[src/rtl/oc8051_intc_pkg.sv]
// Shared constants and helpers for the oc8051 nesting interrupt controller.
package oc8051_intc_pkg;

    // SFR offsets relative to the controller base address
    localparam logic [7:0] OFS_GCTL = 8'd0;
    localparam logic [7:0] OFS_IEN  = 8'd1;
    localparam logic [7:0] OFS_ITYP = 8'd2;
    localparam logic [7:0] OFS_IFLG = 8'd3;
    localparam logic [7:0] OFS_IPL0 = 8'd4;
    localparam logic [7:0] OFS_IPL1 = 8'd5;
    localparam logic [7:0] NUM_REGS = 8'd6;

    // Default vector layout: classic 8051 spacing starting at 0x03
    localparam logic [7:0] DEF_VEC_BASE = 8'h03;
    localparam logic [7:0] DEF_VEC_STEP = 8'h08;

    // Index of the highest set bit of an active-level mask; 0 when empty
    function automatic logic [1:0] hi_bit(input logic [3:0] mask);
        logic [1:0] idx;
        idx = 2'd0;
        for (int i = 0; i < 4; i++) begin
            if (mask[i]) idx = 2'(i);
        end
        return idx;
    endfunction

endpackage

[src/rtl/oc8051_intc_arb.sv]
// Combinational winner select: highest level wins, lowest index breaks ties.
module oc8051_intc_arb #(
    parameter int NSRC = 5,
    parameter int LW   = 1
) (
    input  logic [NSRC-1:0]    i_cand,
    input  logic [NSRC*LW-1:0] i_lvl,
    output logic               o_valid,
    output logic [2:0]         o_idx,
    output logic [LW-1:0]      o_lvl
);

    // Scan upward; a later source only replaces the pick on a strictly higher level
    always_comb begin
        o_valid = 1'b0;
        o_idx   = 3'd0;
        o_lvl   = '0;
        for (int i = 0; i < NSRC; i++) begin
            if (i_cand[i] && (!o_valid || (i_lvl[i*LW +: LW] > o_lvl))) begin
                o_valid = 1'b1;
                o_idx   = 3'(i);
                o_lvl   = i_lvl[i*LW +: LW];
            end
        end
    end

endmodule

[src/rtl/oc8051_intc.sv]
// Parametrised nesting interrupt controller: flags, SFR file, nesting mask, request output.
module oc8051_intc
    import oc8051_intc_pkg::*;
#(
    parameter int         NSRC     = 5,
    parameter int         NLVL     = 2,
    parameter logic [7:0] BASE     = 8'hE8,
    parameter logic [7:0] VEC_BASE = DEF_VEC_BASE,
    parameter logic [7:0] VEC_STEP = DEF_VEC_STEP,
    localparam int        LW       = (NLVL == 4) ? 2 : 1
) (
    input  logic            clk,
    input  logic            rst,
    input  logic            wr,
    input  logic [7:0]      wr_addr,
    input  logic [7:0]      data_in,
    input  logic [7:0]      rd_addr,
    output logic [7:0]      data_out,
    input  logic [NSRC-1:0] src,
    output logic            o_int,     // "int" is a reserved word in SystemVerilog
    output logic [7:0]      int_vec,
    input  logic            ack,
    input  logic            reti,
    output logic [LW-1:0]   act_lvl
);

    // Implemented bits of an IPL register holding sources first..first+3
    function automatic logic [7:0] ipl_mask(input int first);
        logic [7:0] m;
        m = 8'h00;
        for (int j = 0; j < 4; j++) begin
            if (first + j < NSRC) begin
                for (int b = 0; b < LW; b++) m[j*LW + b] = 1'b1;
            end
        end
        return m;
    endfunction

    localparam logic [7:0] IPL0_MASK = ipl_mask(0);
    localparam logic [7:0] IPL1_MASK = ipl_mask(4);

    logic            r_gctl;
    logic [NSRC-1:0] r_ien, r_ityp, r_flg, r_src_d;
    logic [7:0]      r_ipl0, r_ipl1;
    logic [NLVL-1:0] r_act;
    logic            r_int;
    logic [7:0]      r_vec;
    logic [2:0]      r_idx;
    logic [LW-1:0]   r_lvl;
    logic [7:0]      r_dout;

    logic [7:0]         w_wr_ofs, w_rd_ofs, w_rd_data, w_vec;
    logic               w_wr_hit, w_rd_hit, w_iflg_wr, w_ack_eff, w_int_nxt;
    logic [NSRC-1:0]    w_ack_clr, w_flg_nxt, w_cand;
    logic [NSRC*LW-1:0] w_lvl_flat;
    logic [NLVL-1:0]    w_act_nxt;
    logic [1:0]         w_act_hi, w_nxt_hi;
    logic               w_win_valid;
    logic [2:0]         w_win_idx;
    logic [LW-1:0]      w_win_lvl;

    assign w_wr_ofs  = wr_addr - BASE;
    assign w_rd_ofs  = rd_addr - BASE;
    assign w_wr_hit  = wr && (w_wr_ofs < NUM_REGS);
    assign w_rd_hit  = (w_rd_ofs < NUM_REGS);
    assign w_iflg_wr = w_wr_hit && (w_wr_ofs == OFS_IFLG);

    // An ack only counts while a request is actually presented
    assign w_ack_eff = ack && r_int;
    assign w_act_hi  = hi_bit(4'(r_act));
    assign w_nxt_hi  = hi_bit(4'(w_act_nxt));

    // Unpack per-source priority fields from the two IPL bytes
    always_comb begin
        w_lvl_flat = '0;
        for (int i = 0; i < NSRC; i++) begin
            w_lvl_flat[i*LW +: LW] = (i < 4) ? r_ipl0[(i % 4)*LW +: LW]
                                             : r_ipl1[(i % 4)*LW +: LW];
        end
    end

    // Edge flags: hardware set beats software write and ack clear; level flags track src
    always_comb begin
        w_ack_clr = '0;
        w_flg_nxt = '0;
        for (int i = 0; i < NSRC; i++) begin
            w_ack_clr[i] = w_ack_eff && (r_idx == 3'(i)) && r_ityp[i];
            if (r_ityp[i]) begin
                if (w_iflg_wr)         w_flg_nxt[i] = data_in[i];
                else if (w_ack_clr[i]) w_flg_nxt[i] = 1'b0;
                else                   w_flg_nxt[i] = r_flg[i];
                w_flg_nxt[i] = w_flg_nxt[i] | (src[i] & ~r_src_d[i]);
            end else begin
                w_flg_nxt[i] = w_iflg_wr ? data_in[i] : src[i];
            end
        end
    end

    // Nesting mask: reti retires the top level first, then ack pushes the winner's level
    always_comb begin
        w_act_nxt = r_act;
        for (int l = 0; l < NLVL; l++) begin
            if (reti && (r_act != '0) && (w_act_hi == 2'(l))) w_act_nxt[l] = 1'b0;
        end
        for (int l = 0; l < NLVL; l++) begin
            if (w_ack_eff && (r_lvl == LW'(l))) w_act_nxt[l] = 1'b1;
        end
    end

    // Arbitrate on current flags minus the one being acked, against the post-ack mask,
    // so int drops right after ack without delaying fresh requests.
    assign w_cand = r_flg & r_ien & ~w_ack_clr;

    oc8051_intc_arb #(
        .NSRC (NSRC),
        .LW   (LW)
    ) u_arb (
        .i_cand  (w_cand),
        .i_lvl   (w_lvl_flat),
        .o_valid (w_win_valid),
        .o_idx   (w_win_idx),
        .o_lvl   (w_win_lvl)
    );

    assign w_int_nxt = r_gctl && w_win_valid &&
                       ((w_act_nxt == '0) || (w_win_lvl > LW'(w_nxt_hi)));
    assign w_vec     = VEC_BASE + VEC_STEP * {5'd0, w_win_idx};

    // SFR read mux; unmapped offsets read zero
    always_comb begin
        w_rd_data = 8'h00;
        if (w_rd_hit) begin
            case (w_rd_ofs)
                OFS_GCTL: w_rd_data = {7'd0, r_gctl};
                OFS_IEN:  w_rd_data = 8'(r_ien);
                OFS_ITYP: w_rd_data = 8'(r_ityp);
                OFS_IFLG: w_rd_data = 8'(r_flg);
                OFS_IPL0: w_rd_data = r_ipl0;
                OFS_IPL1: w_rd_data = r_ipl1;
                default:  w_rd_data = 8'h00;
            endcase
        end
    end

    // State registers: SFRs, flags, nesting mask, registered request and read data
    always_ff @(posedge clk) begin
        if (rst) begin
            r_gctl  <= 1'b0;
            r_ien   <= '0;
            r_ityp  <= '0;
            r_flg   <= '0;
            r_ipl0  <= 8'h00;
            r_ipl1  <= 8'h00;
            r_src_d <= '1;
            r_act   <= '0;
            r_int   <= 1'b0;
            r_vec   <= 8'h00;
            r_idx   <= 3'd0;
            r_lvl   <= '0;
            r_dout  <= 8'h00;
        end else begin
            r_src_d <= src;
            r_flg   <= w_flg_nxt;
            r_act   <= w_act_nxt;
            r_int   <= w_int_nxt;
            r_vec   <= w_int_nxt ? w_vec : 8'h00;
            r_idx   <= w_win_idx;
            r_lvl   <= w_win_lvl;
            if (w_wr_hit) begin
                case (w_wr_ofs)
                    OFS_GCTL: r_gctl <= data_in[0];
                    OFS_IEN:  r_ien  <= data_in[NSRC-1:0];
                    OFS_ITYP: r_ityp <= data_in[NSRC-1:0];
                    OFS_IPL0: r_ipl0 <= data_in & IPL0_MASK;
                    OFS_IPL1: r_ipl1 <= data_in & IPL1_MASK;
                    default:  ;
                endcase
            end
            r_dout <= (w_wr_hit && (wr_addr == rd_addr)) ? data_in : w_rd_data;
        end
    end

    assign o_int    = r_int;
    assign int_vec  = r_vec;
    assign data_out = r_dout;
    assign act_lvl  = LW'(w_act_hi);

endmodule

[config.mk]
export PLATFORM = sky130hd
export DESIGN_NAME = oc8051_intc
export DESIGN_NICKNAME = d
export VERILOG_FILES = /design/src/rtl/oc8051_intc_pkg.sv /design/src/rtl/oc8051_intc_arb.sv /design/src/rtl/oc8051_intc.sv
export SDC_FILE = /design/constraint.sdc
export NUM_CORES = 1
export LEC_CHECK = 0
export ABC_AREA = 0
export ABC_CLOCK_PERIOD_IN_PS = 2650
export BUFFER_PORTS_ARGS = -buffer_cell sky130_fd_sc_hd__buf_4
export CAP_MARGIN = 30
export CORE_MARGIN = 1.5
export CORE_UTILIZATION = 40
export CTS_CLUSTER_DIAMETER = 30
export DETAILED_ROUTE_END_ITERATION = 8
export SKIP_CTS_REPAIR_TIMING = 1
export SLEW_MARGIN = 40
export SYNTH_ARGS = -nofsm -noshare
export SYNTH_HDL_FRONTEND = slang
export SYNTH_SLANG_ARGS = --single-unit
[constraint.sdc]
create_clock -name clk -period 2.65 [get_ports clk]
set_input_delay 0.265 -clock clk [delete_from_list [all_inputs] [get_ports clk]]
set_output_delay 0.265 -clock clk [all_outputs]
set_load 0.005 [all_outputs]
==> metrics.cfg <==
[worst_hold_path]
hold_class=in -> reg
min_path_cells=2
hp-start=data_in[7]
whs_endpoint=data_out[7]

[sta]
final.setup.tns_ns=0
report.final.slew_viol_count=0
fin_skew_ns=0.004547
slew_headroom_pct=66.46
worst-slew-pin-transition_ns=0.5026
setup_viol=0
hold_viol=0
fin_crit_sh_pct=76.69
rsz0062_at_grt=no
fmax_mhz=492.1
layout_min_cycle_time_ns=2.032

[job]
drv_cap=0

[drt]
vias_per_cell=5.518
vias=2097
wl_per_cell_um=15.29
drt-initial-drc-count=130
postRouteAntennaNets=0
drc=0
totalWireLength_um=5810
first_pass_iters=4

[floorplan]
start_util_pct=42.25
rows=27
ios=52
chipWidth_um=80.20
die-area_um2=6431
core_area_um2=5642
die_h_um=80.20

[clock_network]
clock_latency_ns=0.30
clkTransAtPathRegs_ns=0.09
htreeDepth=2
numCtsBuffers=5
clock_path_buffers=2
cts.sinks=45
cts_tree=done
cts_root_buf=clkbuf_8

[worst_setup_path]
critPathMaxStageDelay_ns=0.49
path_max_fanout=6
worstSetupEndpointType=register
r2r_end=r_idx[1]
r2r_setup_slack_ns=0.62
crit_type=reg -> reg
rr_worst_depth=5
required_ns=2.83
cp_cell_sequence=nand4b_1, o211ai_1, nand4_1, o221ai_1, a21oi_1
start_kind=register
critPathArrivalTime_ns=2.21
crit_slowest_cell=o211ai_1
worst_r2r_startpoint=r_idx[0]

[pwr]
vdd_drop_max_mv=0.2863
p_per_area_nw_per_um2=465.5
cellLeakagePower_nw=1.203

[layout]
area_growth_pct=21.15
drive_above_1_share_pct=24.03
stdcell_count=380
multi_input_area_um2=1361
n_antenna_cell=0
nFillCells=532
seqCellArea_um2=900.9
layout.nets=343

[place]
place_hpwl_um=4323
port_buffers=48
dp.cells=372
routabilityCongestion=0.8081

[outcome]
status=finished clean

[global_routing]
met3_usage_pct=3.523
grtUsageTotal_pct=19.73
met2_usage_pct=32.52
grtUsageMet1_pct=26.24
grt_pass1_vias=2028
globalRouteOverflowTotal=0
grt_max_degree=32
grt_pass1_wl_um=9853
antenna_found_initial=0
grt.busiest_layer=met2

[logic_synthesis]
async_flop_share_pct=0
seq_area_frac_synth_pct=37.80
syn-cell-area_um2=2384
synth_seq_cells=45
yosysWarnings=0
synth.distinct_cells=55
synth_edf_count=0
ys.flop_type=dfxtp_1
syn_inst=263
syn_area_per_cell_um2=9.063

-- registers in the layout, summed over array words and instances (netlist names), 2 cells and up --
| name | count |
|---|---|
| data_out | 8 |
| r_ityp | 5 |
| r_flg | 5 |
| r_src_d | 5 |
| r_idx | 3 |
| r_ipl0 | 4 |
| r_ien | 5 |
| int_vec | 4 |
| r_act | 2 |
-- critical path, delay by kind of cell, from the launching register on --
family / cells / cell delay [ns]
flops: 1 / 0.46
simple gates: 2 / 0.55
compound gates: 3 / 0.91
-- power breakdown --
group	leakage (nW)	internal, W	switching, W
combinational	0.784	0.0000594	0.0000634
sequential	0.365	0.000684	0.00000575
clock	0.0543	0.000282	0.000249
total	1.20	0.00103	0.000318
-- cell usage after synthesis (all sizes together), types with 7 or more instances --
master / n / share of area (%)
nand2: 9 / 1.4
mux2i: 22 / 9.2
dfxtp: 45 / 38
buf: 7 / 1.9
nor2b: 7 / 1.8
a21oi: 19 / 4.0
nand3b: 7 / 2.4
o21ai: 7 / 1.5
a22oi: 7 / 2.2
nand3: 7 / 1.9
xor2: 8 / 2.9
nor2: 28 / 4.7
inv: 16 / 2.5
-- final cells by class --
class / instances / share of cell area, %
Clock buffer: 5 / 2.383
Clock inverter: 3 / 1.603
Inverter: 16 / 2.080
Multi-Input combinational cell: 191 / 47.14
Sequential cell: 45 / 31.20
Tap cell: 72 / 3.120
Timing Repair Buffer: 48 / 12.48
-- per-layer routing --
layer	vias to the layer above	wire length [um]	part of all wire [%]
li1	1042	-	-
met2	49	2830	49
met4	0	42	0.72
met3	5	288	5.0
met5	-	0	0
met1	1001	2648	46
-- stage by stage --
| stage | hold slack [ns] | util [%] | setup slack [ns] | cell area (um^2) | total power (W) |
|---|---|---|---|---|---|
| 6_report | 0.1588 | 51.19 | 0.6178 | 2888 | 0.001344 |
| 3_3_place_gp | 0.4664 | 49.15 | 0.4342 | 2773 | 0.0008276 |
| 2_1_floorplan | 0.3657 | - | 0.7387 | 2391 | 0.0007657 |
| 5_1_grt | 0.1616 | 51.19 | 0.4515 | 2888 | 0.001398 |
| 4_1_cts | 0.1507 | 51.19 | 0.6614 | 2888 | 0.001365 |
| 3_5_place_dp | 0.4712 | 49.15 | 0.3776 | 2773 | 0.0008288 |
-- placed cells by master, fill, tap and decap left out, drive strengths merged, types with 2 or more instances in the layout --
master   instances
buf             48
dfxtp           45
nor2            28
mux2i           22
a21oi           19
inv             16
nand2            9
xor2             8
o21ai            7
nor2b            7
a22oi            7
nand3b           7
nand3            7
mux2             6
o211ai           5
clkbuf           5
nand4b           4
and2             4
o311ai           4
o2bb2ai          4
o2111ai          4
nand2b           3
nand4            3
conb             3
or2              3
a21boi           3
a21o             2
nor4             2
ha               2
a211oi           2
nor4b            2
-- cells by family (layout without fill, tap and decap cells) --
kind of cell | Yosys count | count (layout) | synth area share [%]
xor gates and xnor gates | 8 | 8 | 2.940
AOI/OAI and AO/OA | 67 | 67 | 20.21
adders and majority gates | 2 | 2 | 1.050
and+or+nand+nor | 83 | 83 | 20.37
muxes | 28 | 28 | 12.07
DFF | 45 | 45 | 37.80
other | 1 | 3 | 0.1573
buffers and inverters | 29 | 72 | 5.407
-- worst max path at each step --
stage	startpoint	to	slack (ns)	depth (start not counted)
floorplan	wr_addr[3]	r_ien[4]	0.74	8
global placement	wr_addr[3]	r_ien[1]	0.43	8
detailed placement	wr_addr[3]	r_flg[3]	0.38	8
CTS	r_idx[0]	r_idx[1]	0.66	5
global route	r_idx[0]	r_idx[2]	0.45	5
finish	r_idx[0]	r_idx[1]	0.62	5
Note: power is estimated with default switching activity, not from simulation.
